$ cat src/rtl/controle_preparo.sv
// controle_preparo: brew sequencer ahead of the pump controller.
// Takes a small/large request, checks water, heats with a timeout,
// fires a one-cycle pump start and waits for the end-of-pumping pulse.
// Every output is a flop loaded from the next-state decode, so outputs
// change on the same edge as the state.
// Handshake: the button and fim_bomba inputs are one-cycle pulses, sampled
// only in the states that listen for them; liga_bomba is a one-cycle pulse
// with modo already stable and held through BOMBEANDO.
module controle_preparo #(
  parameter int unsigned TIMEOUT_AQUEC = 1500000000,
  parameter int unsigned N             = 31
) (
  input  logic       clock,
  input  logic       reset,
  input  logic       botao_pequeno,
  input  logic       botao_grande,
  input  logic       nivel_agua_ok,
  input  logic       temperatura_ok,
  input  logic       fim_bomba,
  output logic [1:0] modo,
  output logic       liga_bomba,
  output logic       aquecedor,
  output logic       pronto,
  output logic       concluido,
  output logic       erro,
  output logic [1:0] codigo_erro,
  output logic [2:0] estado
);

  typedef enum logic [2:0] {
    OCIOSO    = 3'd0,
    VERIFICA  = 3'd1,
    AQUECE    = 3'd2,
    LIGA      = 3'd3,
    BOMBEANDO = 3'd4,
    FIM       = 3'd5,
    ERRO      = 3'd6
  } estado_t;

  localparam logic [1:0] MODO_NENHUM  = 2'b00;
  localparam logic [1:0] MODO_PEQUENO = 2'b01;
  localparam logic [1:0] MODO_GRANDE  = 2'b10;
  localparam logic [1:0] COD_NENHUM   = 2'b00;
  localparam logic [1:0] COD_SEM_AGUA = 2'b01;
  localparam logic [1:0] COD_TIMEOUT  = 2'b10;

  // Last timer value allowed in AQUECE before declaring a timeout.
  localparam logic [N-1:0] TIMER_ULTIMO = N'(TIMEOUT_AQUEC - 1);

  estado_t        estado_q, estado_d;
  logic [N-1:0]   timer_q, timer_d;
  logic [1:0]     modo_q, modo_d;
  logic [1:0]     codigo_q, codigo_d;
  logic           liga_q, liga_d;
  logic           aquecedor_q, aquecedor_d;
  logic           pronto_q, pronto_d;
  logic           concluido_q, concluido_d;
  logic           erro_q, erro_d;

  // Next-state, timer, latched mode/fault code and output decode.
  always_comb begin
    estado_d = estado_q;
    timer_d  = timer_q;
    modo_d   = modo_q;
    codigo_d = codigo_q;

    case (estado_q)
      OCIOSO: begin
        modo_d   = MODO_NENHUM;
        codigo_d = COD_NENHUM;
        // Small wins when both buttons pulse together.
        if (botao_pequeno) begin
          modo_d   = MODO_PEQUENO;
          estado_d = VERIFICA;
        end else if (botao_grande) begin
          modo_d   = MODO_GRANDE;
          estado_d = VERIFICA;
        end
      end
      VERIFICA: begin
        if (nivel_agua_ok) begin
          estado_d = AQUECE;
          timer_d  = '0;
        end else begin
          estado_d = ERRO;
          codigo_d = COD_SEM_AGUA;
          modo_d   = MODO_NENHUM;
        end
      end
      AQUECE: begin
        timer_d = timer_q + 1'b1;
        // Losing water outranks both temperature and timeout.
        if (!nivel_agua_ok) begin
          estado_d = ERRO;
          codigo_d = COD_SEM_AGUA;
          modo_d   = MODO_NENHUM;
        end else if (temperatura_ok) begin
          estado_d = LIGA;
        end else if (timer_q == TIMER_ULTIMO) begin
          estado_d = ERRO;
          codigo_d = COD_TIMEOUT;
          modo_d   = MODO_NENHUM;
        end
      end
      LIGA: begin
        estado_d = BOMBEANDO;
      end
      BOMBEANDO: begin
        // No abort path: the pump controller cannot be stopped mid-run.
        if (fim_bomba) begin
          estado_d = FIM;
          modo_d   = MODO_NENHUM;
        end
      end
      FIM: begin
        estado_d = OCIOSO;
        modo_d   = MODO_NENHUM;
      end
      ERRO: begin
        // The acknowledging press is consumed; it never starts a brew.
        if (botao_pequeno || botao_grande) begin
          estado_d = OCIOSO;
          codigo_d = COD_NENHUM;
        end
      end
      default: begin
        estado_d = OCIOSO;
        timer_d  = '0;
        modo_d   = MODO_NENHUM;
        codigo_d = COD_NENHUM;
      end
    endcase

    pronto_d    = (estado_d == OCIOSO);
    liga_d      = (estado_d == LIGA);
    aquecedor_d = (estado_d == AQUECE) || (estado_d == LIGA) ||
                  (estado_d == BOMBEANDO);
    concluido_d = (estado_d == FIM);
    erro_d      = (estado_d == ERRO);
  end

  // State, timer and registered outputs; reset has priority over everything.
  always_ff @(posedge clock) begin
    if (reset) begin
      estado_q    <= OCIOSO;
      timer_q     <= '0;
      modo_q      <= MODO_NENHUM;
      codigo_q    <= COD_NENHUM;
      liga_q      <= 1'b0;
      aquecedor_q <= 1'b0;
      pronto_q    <= 1'b1;
      concluido_q <= 1'b0;
      erro_q      <= 1'b0;
    end else begin
      estado_q    <= estado_d;
      timer_q     <= timer_d;
      modo_q      <= modo_d;
      codigo_q    <= codigo_d;
      liga_q      <= liga_d;
      aquecedor_q <= aquecedor_d;
      pronto_q    <= pronto_d;
      concluido_q <= concluido_d;
      erro_q      <= erro_d;
    end
  end

  assign modo        = modo_q;
  assign liga_bomba  = liga_q;
  assign aquecedor   = aquecedor_q;
  assign pronto      = pronto_q;
  assign concluido   = concluido_q;
  assign erro        = erro_q;
  assign codigo_erro = codigo_q;
  assign estado      = estado_q;

endmodule
$ cat config.mk
export PLATFORM = sky130hd
export DESIGN_NAME = controle_preparo
export DESIGN_NICKNAME = d
export VERILOG_FILES = /design/src/rtl/controle_preparo.sv
export SDC_FILE = /design/constraint.sdc
export NUM_CORES = 1
export LEC_CHECK = 0
export ABC_AREA = 1
export CAP_MARGIN = 20
export CORE_MARGIN = 10
export CORE_UTILIZATION = 46
export DETAILED_ROUTE_END_ITERATION = 7
export GPL_TIMING_DRIVEN = 0
export PLACE_DENSITY = 0.63
export SLEW_MARGIN = 20
export SYNTH_ARGS = -nofsm -noshare
export SYNTH_HDL_FRONTEND = slang
export SYNTH_SLANG_ARGS = --single-unit
$ cat constraint.sdc
create_clock -name clock -period 2.29 [get_ports clock]
set_input_delay 0.3435 -clock clock [delete_from_list [all_inputs] [get_ports clock]]
set_output_delay 0.3435 -clock clock [all_outputs]
set_load 0.02 [all_outputs]
Yosys cells after proc, flatten, opt, wreduce, memory -nomap -nowiden
Cells that the tools add are included.

operators by class
  $add $sub $neg = 1
  multiply operators = 0
  divide/modulo/power cells = 0
  magnitude comparators = 0
  equality and inequality tests = 18
  shift operators = 0
  multiplexer cells = 25
  bitwise operators = 3
  reductions and logical operators = 11

operators with widths
  operator                                                          count
  31-bit case mux with 3 select lines                               1
  31-bit by 1-bit adder with 31-bit output (second input constant)  1
  31-bit == test (second input constant)                            1
  31-bit two-way mux                                                1
  2-bit two-way mux                                                 12
  3-bit two-way mux                                                 8
  3-bit == test (second input constant)                             6
  3-bit case mux with 6 select lines                                1
  3-bit by 2-bit == test with 1-bit output (second input constant)  4
  2-bit case mux with 5 select lines                                1
  5-bit AND reduction                                               2
  2-bit inequality test (second input constant)                     4
  2-bit case mux with 4 select lines                                1
  3-bit zero test                                                   2
  3-bit inequality test (second input constant)                     2
  5-bit OR reduction                                                1
  3-bit by 1-bit == test with 1-bit output (second input constant)  1
  1-bit logical OR                                                  3
  1-bit inverter                                                    3
  3-bit OR reduction                                                1
  2-bit AND reduction                                               1
  2-bit OR reduction                                                1

word-level totals
  bits in registers = 43
  bits in latches = 0
  RAM bits = 0
  bits in read-only memories = 0
  bits of input ports = 7
  output and inout port bits = 12
  memories kept = 0

Longest topological paths before layout
Gate-level depths: netlist of run 1.

  word-level depth = 8
  depth in mapped cells = 12

Worst setup path after synthesis of run 1
Ideal clock, no wire load.

  kind = reg-to-reg
  from = reg timer_q[0]
  to = reg codigo_q[0], in the netlist codigo_erro[0]
  data arrival time = 1.469 ns
  setup slack = 0.708 ns
  stages on the path, launching flop included = 11
  cell sequence = dfxtp_1 -> ha_1 -> nand3_1 -> inv_1 -> nand2_1 -> nor2_1 -> nand2_1 -> nand3_1 -> nand3_1 -> nor2_1 -> nor2_1

on the way
  longest elaborated chain between the ends = 3

RTL lines
  element                          RTL line  source
  start, declared                  51        logic [N-1:0] timer_q, timer_d;
  start signal, assigned           156       timer_q <= timer_d;
  31-bit == test                   99        end else if (timer_q == TIMER_ULTIMO) begin
  3-bit inequality test (no line)  -
  5-bit AND reduction (no line)    -
  end signal, assigned             158       codigo_q <= codigo_d;
  end, declared                    53        logic [1:0] codigo_q, codigo_d;

No other way between the ends.
A chain may end at the register's enable or synchronous reset.

Final worst setup path of run 1
  from = reg timer_q[1]
  to = reg codigo_q[0], in the netlist codigo_erro[0]

Same word-level chain as after synthesis.

==> results of run 1 <==
## critical path, cell delays in order (launching register included)
cell and delay [ns]:
sky130_fd_sc_hd__dfxtp_1 0.40, sky130_fd_sc_hd__ha_2 0.25, sky130_fd_sc_hd__nand3_1 0.19, sky130_fd_sc_hd__inv_1 0.20
sky130_fd_sc_hd__nand2_1 0.09, sky130_fd_sc_hd__nor2_1 0.18, sky130_fd_sc_hd__nand2_1 0.09, sky130_fd_sc_hd__nand3_1 0.17
sky130_fd_sc_hd__nand3_1 0.16, sky130_fd_sc_hd__nand2_1 0.09, sky130_fd_sc_hd__nand2_1 0.05, sky130_fd_sc_hd__nor2_1 0.09
## placed cells by master, fill, tap and decap left out, drive strengths merged, types with 6 or more instances in the layout
master           n
buf              6
nor3            14
o21ai           11
nor2            72
clkbuf           8
nand3           44
dfxtp           43
nand2          133
a21oi           31
clkdlybuf4s50   17
inv             49
## final timing paths
check             cells after the start              to  slack [ns]
setup / recovery                     11  codigo_erro[0]        0.28
hold / removal                        3      liga_bomba        0.41
setup reg to reg                     11  codigo_erro[0]        0.28
hold reg to reg                       2     timer_q[28]        0.50
## cells by family after synthesis
| logic type | Yosys count | synth area share [%] |
|---|---|---|
| xor gates and xnor gates | 2 | 0.6630 |
| AOI/OAI and AO/OA | 49 | 11.60 |
| buffers and inverters | 58 | 9.517 |
| DFF | 43 | 32.58 |
| and+or+nand+nor | 271 | 45.17 |
| adders and majority gates | 1 | 0.4734 |
## timing repair
item | CTS | global route
endpoints found under the setup margin | 0 | 1
resized for setup | 0 | 2
buffers inserted | 0 | 0
hold buffers | 0 | 0
## routing by layer
layer,vias up,share of wire (%),GRT usage (%)
met5,-,0,0
met4,0,2.6,7.002
met3,12,6.0,3.969
met2,66,43,26.30
met1,1179,48,20.83
li1,1392,-,-
## power by group through the flow
stage               combinational (uW)  sequential [uW]  clock (uW)
detailed placement                 829              892           0
global route                       916              887         752
floorplan                          501              962           0
finish                             821              878         710
global placement                   829              890           0
CTS                                834              876         724
## flip-flops by register name, indices dropped and copies added (netlist names)
signal,flops
timer_q,31
estado,3
codigo_erro,2
modo,2
aquecedor,1
concluido,1
erro,1
liga_bomba,1
pronto,1
## area by class of cell
class                      instances  share of cell area, %
buffer                             8                  1.935
clock buffer                       6                  2.388
clock inverter                     2                  1.976
inverter                          50                  6.340
multi-input combinational        323                  50.43
sequential                        43                  28.37
tap                               72                  2.964
timing repair buffer              17                  5.599
## stage by stage
step / cells / util [%]
global placement: 513 / 52.39
floorplan: 424 / -
detailed placement: 513 / 52.39
finish: 521 / 54.86
global route: 521 / 54.86
CTS: 521 / 54.79
==> out/summary.md, run 1 <==
### Floorplanning
- **width of the die** 95.80 um
- **Placement Rows** 27
- **Chip Height** 95.80 um
- **number of top-level design ports** 19
- **Starting Density** 47.70%
- **die area** 0.009177 sq mm
- **area of the core** 0.005540 sq mm

### Worst setup path
- **nature of the critical path startpoint** register
- **launching element of the worst setup path** timer_q[1]
- **CP required** 2.53 ns
- **startpoint of the lowest-slack register-to-register path** timer_q[1]
- **critical path fanouts, max** 5
- **endpoint type of the worst setup path** register
- **worst setup path class** reg2reg
- **arrival time at the worst endpoint** 2.25 ns

### STA
- **post-route clock skew** 0.006258 ns
- **worst slew pin tran** 0.5124 ns
- **Relative slew margins** 65.84%
- **setup repair after global routing missed its margin** no
- **final count of negative-setup-slack endpoints** 0
- **min cycle time layout** 2.010 ns
- **number of endpoints with negative hold slack in the final report** 0
- **Worst Setup Slack, final** 0.2802 ns
- **share of the cycle needed by the critical path after routing** 87.76%
- **Total Negative Setup Slacks** 0 ns
- **pins over their slew limit** 0
- **Hold WS** 0.4128 ns
- **Max Fclk** 497.6 MHz

### Yosys
- **most frequently used flop master after synthesis** sky130_fd_sc_hd__dfxtp_1
- **top cell type's share of synthesized area** 32.58%
- **Mapped Avg Cell Area** 6.232 sq um
- **count of flip-flops with a built-in enable after synthesis** 0
- **Post-Syn Area** 0.002643 sq mm
- **register bit count reported by yosys** 43
- **synthesized instance count** 424
- **top cells by instance count after synthesis** sky130_fd_sc_hd__nand2_1, sky130_fd_sc_hd__nor2_1, sky130_fd_sc_hd__inv_1
- **sequential cell area fraction in the yosys report** 32.58%
- **Syn Nets** 432
- **dominant cell type by area after synthesis** sky130_fd_sc_hd__dfxtp_1
- **Post-synth ARST share** 0%
- **top cells by area, synth** sky130_fd_sc_hd__dfxtp_1, sky130_fd_sc_hd__nand2_1, sky130_fd_sc_hd__nor2_1
- **count of cell types in the netlist** 39
- **count of warnings emitted by yosys** 0
- **most numerous cell in the Yosys netlist** sky130_fd_sc_hd__nand2_1

### Placed design
- **final RePlAce weighted congestion** 0.9521
- **Final HPWL DP** 5.551 mm
- **Port Buf Inserts** 17
- **pre-CTS setup slack** 0.2328 ns
- **placed instance area** 0.002903 sq mm

### Final layout
- **relative area change from synthesis to final layout** 15.01%
- **combined area of the multi-input logic cells** 0.001533 sq mm
- **FF/Latch Area** 862.1 sq um
- **Final #Nets** 456
- **Final Instance Area** 0.003039 sq mm
- **layout cell share with drive strength beyond 1** 10.02%
- **ant diodes** 0
- **number of fill cells in the layout** 580

### Detailed routing
- **DRC errors left** 0
- **1st-pass router iterations** 4
- **WL final** 6.992 mm
- **remaining antenna violation count** 0
- **detailed-route vias per instance** 5.084
- **total vias in the final route** 2,649
- **post-detailed-route wirelength per cell** 13.42 um
- **count of routing violations after the opening detailed-route iteration** 125

### Run status
- **result of the run** finished clean

### Power
- **power consumption** 2409 uW
- **share of total power in combinational logic** 34.1%
- **switching power** 847.4 uW
- **worst vdd rail ir drop** 0.0005186 V
- **switching share of total power** 35.17%
- **clock power share** 29.5%
- **sequential power share** 36.4%
- **Power Density** 792.7 mW/mm^2
- **leakage power of the design** 0.001112 uW
- **internal power summed over all cells** 1562 uW

### Clock network
- **root cell of the clock tree** sky130_fd_sc_hd__clkbuf_8
- **clock buffer count from CTS** 5
- **CTS H-Tree Depth** 2
- **Worst-Skew Late Latency** 0.30 ns
- **clock slew seen by the registers of the worst setup and hold paths** 0.09 ns
- **Clock Sinks** 43
- **TritonCTS clock tree** yes
- **maximum clock insertion buffer count** 2

### Global route
- **largest net degree at the start of global routing** 14
- **first-pass GRT wire length** 12.09 mm
- **Total Routing Usage GR** 16.51%
- **via count of the first global-routing pass** 2,534
- **initial antenna violation count** 0
- **GRT Residual Overflow** 0

### Hold path
- **startpoint of the tightest hold check path** nivel_agua_ok
- **path type of the worst min-delay path** in2reg

### Run
- **number of max-cap violations** 0

Note: power is estimated with default switching activity, not from simulation.
==> inputs of run 2 (changes only) <==
==> constraint.sdc (replaced) <==
create_clock -name clock -period 2.29 [get_ports clock]
set_input_delay 0.229 -clock clock [delete_from_list [all_inputs] [get_ports clock]]
set_output_delay 0.229 -clock clock [all_outputs]
set_load 0.02 [all_outputs]
==> results of run 2 <==
The final DEF is identical to that of run 1. Status: finished clean.
Among the figures that moved: hold slack 0.4128 ns -> 0.2983 ns
==> inputs of run 3 (changes only) <==
--- a/config.mk
+++ b/config.mk
@@ -7,11 +7,10 @@
 export LEC_CHECK = 0
 export ABC_AREA = 1
 export CAP_MARGIN = 20
-export CORE_MARGIN = 10
 export CORE_UTILIZATION = 46
 export DETAILED_ROUTE_END_ITERATION = 7
 export GPL_TIMING_DRIVEN = 0
-export PLACE_DENSITY = 0.63
+export PLACE_DENSITY = 0.64
 export SLEW_MARGIN = 20
 export SYNTH_ARGS = -nofsm -noshare
 export SYNTH_HDL_FRONTEND = slang
==> run 3 against run 2 <==
Against the previous run: sequential power about the same; flip-flop and latch count unchanged; combinational power about the same; largest cell class unchanged; critical path type unchanged; non-clock buffer count unchanged; clock power decreased by 22%; utilization down 0.21 points; wire length fell by 0.79%; critical endpoint unchanged; largest power group unchanged; global-route usage is 8.8 points higher; die area decreased by 34%; cell area down 0.99%; via count grew 1.5%; first-iteration DRC count is 42% higher.
==> out/summary.md, run 3 (synthesized netlist as in run 1, its figures left out) <==
### STA
- **Hold WS** 0.3095 ns
- **Worst Setup Slack, final** 0.2508 ns, -0.02944 ns
- **Max Fclk** 490.4 MHz, -1.4%
- **post-route clock skew** 0.004511 ns, -0.001747 ns
- **min cycle time layout** 2.039 ns, +0.02944 ns
- **pins over their slew limit** 0, unchanged
- **final count of negative-setup-slack endpoints** 0, unchanged
- **worst slew pin tran** 0.4759 ns, -0.03653 ns
- **Total Negative Setup Slacks** 0 ns, unchanged
- **share of the cycle needed by the critical path after routing** 89.05%, +1.3 points
- **setup repair after global routing missed its margin** no
- **number of endpoints with negative hold slack in the final report** 0, unchanged
- **Relative slew margins** 68.28%, +2.4 points

### Clock network
- **CTS H-Tree Depth** 2, unchanged
- **setup fix buffers added after clock tree synthesis** 0, unchanged
- **hold buffers post-CTS** 0, unchanged
- **clock buffer count from CTS** 5, unchanged
- **Clock Sinks** 43, unchanged
- **TritonCTS clock tree** yes
- **maximum clock insertion buffer count** 2, unchanged
- **clock slew seen by the registers of the worst setup and hold paths** 0.08 ns, about the same
- **Worst-Skew Late Latency** 0.30 ns, about the same
- **root cell of the clock tree** sky130_fd_sc_hd__clkbuf_8

### Hold path
- **path type of the worst min-delay path** in2reg
- **startpoint of the tightest hold check path** nivel_agua_ok

### Worst setup path
- **worst setup path class** reg2reg
- **launching element of the worst setup path** timer_q[0]
- **CP required** 2.49 ns, -0.04 ns
- **startpoint of the lowest-slack register-to-register path** timer_q[0]
- **critical path fanouts, max** 6, +1
- **arrival time at the worst endpoint** 2.24 ns, about the same
- **endpoint type of the worst setup path** register
- **nature of the critical path startpoint** register

### Floorplanning
- **Chip Height** 77.80 um, -19%
- **Starting Density** 47.99%, +0.29 points
- **width of the die** 77.80 um, -19%
- **number of top-level design ports** 19, unchanged
- **area of the core** 0.005507 sq mm, -0.61%
- **die area** 0.006052 sq mm, -34%
- **Placement Rows** 27, unchanged

### Detailed routing
- **M1 wire length** 3.355 mm, -0.59%
- **remaining antenna violation count** 0, unchanged
- **post-detailed-route wirelength per cell** 13.31 um, -0.79%
- **1st-pass router iterations** 5, +1
- **total vias in the final route** 2,690, +1.5%
- **detailed-route vias per instance** 5.163, +1.5%
- **top routing layer used** met4
- **WL final** 6.937 mm, -0.79%
- **DRC errors left** 0, unchanged
- **count of routing violations after the opening detailed-route iteration** 177, +42%
- **Routed met2 length** 3.092 mm, +2.5%
- **wire length on met3** 364 um, -13%

### Power
- **clock power share** 24.6%, -4.9 points
- **Power Density** 748.6 mW/mm^2, -5.6%
- **switching share of total power** 37.87%, +2.7 points
- **switching power** 853.2 uW, +0.68%
- **sequential power share** 38.9%, +2.5 points
- **leakage power of the design** 0.001096 uW, -1.4%
- **internal power summed over all cells** 1399 uW, -10%
- **worst vdd rail ir drop** 0.0005539 V, +6.8%
- **share of total power in combinational logic** 36.5%, +2.4 points

### Global route
- **Total Routing Usage GR** 25.28%, +8.8 points
- **first-pass GRT wire length** 11.85 mm, -1.9%
- **initial antenna violation count** 0, unchanged
- **GRT Residual Overflow** 0, unchanged
- **largest net degree at the start of global routing** 14, unchanged
- **via count of the first global-routing pass** 2,463, -2.8%

### Final layout
- **relative area change from synthesis to final layout** 13.87%
- **most used cells in the layout excluding fill and tap cells** sky130_fd_sc_hd__nand2_1, sky130_fd_sc_hd__nor2_1, sky130_fd_sc_hd__inv_1
- **Final #Nets** 456, unchanged
- **FF/Latch Area** 860.8 sq um, -0.15%
- **Reg with most FFs** timer_q
- **combined area of the multi-input logic cells** 0.001533 sq mm, unchanged
- **Post-Layout Cell Count** 521, unchanged
- **layout cell share with drive strength beyond 1** 10.02%, unchanged
- **ant diodes** 0, unchanged
- **number of fill cells in the layout** 572, -1.4%
- **max FFs per register** 31, unchanged
- **most common cell after layout, fill and taps aside** sky130_fd_sc_hd__nand2_1
- **Final Instance Area** 0.003009 sq mm, -0.99%

### Placed design
- **final RePlAce weighted congestion** 0.9180, -3.6%
- **pre-CTS setup slack** 0.2589 ns, +0.02606 ns
- **Port Buf Inserts** 17, unchanged
- **Placed Instances** 513, unchanged
- **placed instance area** 0.002903 sq mm, unchanged
- **Final HPWL DP** 5.339 mm, -3.8%

### Run status
- **result of the run** finished clean

### Run
- **number of max-cap violations** 0, unchanged

[run 3: cell count changes in the layout (fill, tap and decap cells not counted), sizes merged]
cell,change
bufinv,-2
clkbuf,+1
clkinvlp,+1
[run 3: repair_timing]
item,4_1_cts,5_1_grt
setup endpoints to repair,0,3
gates resized for setup,0,1
endpoints found under the hold margin,0,0
[run 3: final timing paths]
kind,to,slack [ns],cells after the start
max,codigo_erro[0],0.25,10
min,liga_bomba,0.31,3
max reg2reg,codigo_erro[0],0.25,10
min reg2reg,timer_q[25],0.50,2
[run 3: power by group through the flow]
stage                     logic [uW]  clock network (uW)  registers (uW)
after floorplan                  501                   0             962
after global placement           821                   0             893
after detailed placement         821                   0             891
after CTS                        824                 571             876
after global routing             906                 593             887
final                            821                 555             876
[run 3: final cells by class]
class / instances / area share [%]
inverters: 50 / 6.403
repair buffers: 17 / 5.655
clock buffers: 7 / 3.202
flip-flops and latches: 43 / 28.61
plain buffers: 8 / 1.954
multi-input cells: 323 / 50.94
well taps: 72 / 2.994
clock inverters: 1 / 0.2495
[run 3: worst max-delay path, stage by stage (launching register included)]
cell	delay, ns
sky130_fd_sc_hd__dfxtp_1	0.43
sky130_fd_sc_hd__ha_2	0.26
sky130_fd_sc_hd__nand3_1	0.19
sky130_fd_sc_hd__inv_1	0.20
sky130_fd_sc_hd__nand2_1	0.10
sky130_fd_sc_hd__nor2_1	0.18
sky130_fd_sc_hd__nand2_1	0.09
sky130_fd_sc_hd__nand3_1	0.17
sky130_fd_sc_hd__nand3_1	0.14
sky130_fd_sc_hd__nor2_1	0.12
sky130_fd_sc_hd__nor2_1	0.05
[run 3: stage by stage]
| step | power [uW] | utilization [%] |
|---|---|---|
| global route | 2386 | 54.65 |
| floorplan | 1462 | - |
| detailed placement | 1712 | 52.72 |
| CTS | 2272 | 54.60 |
| global placement | 1714 | 52.72 |
| finish | 2253 | 54.65 |
[run 3: routing by layer]
layer	vias to the layer above	track usage [%]
li1	1402	-
met1	1199	33.67
met2	79	40.71
met3	10	4.118
met4	0	9.623
met5	-	0
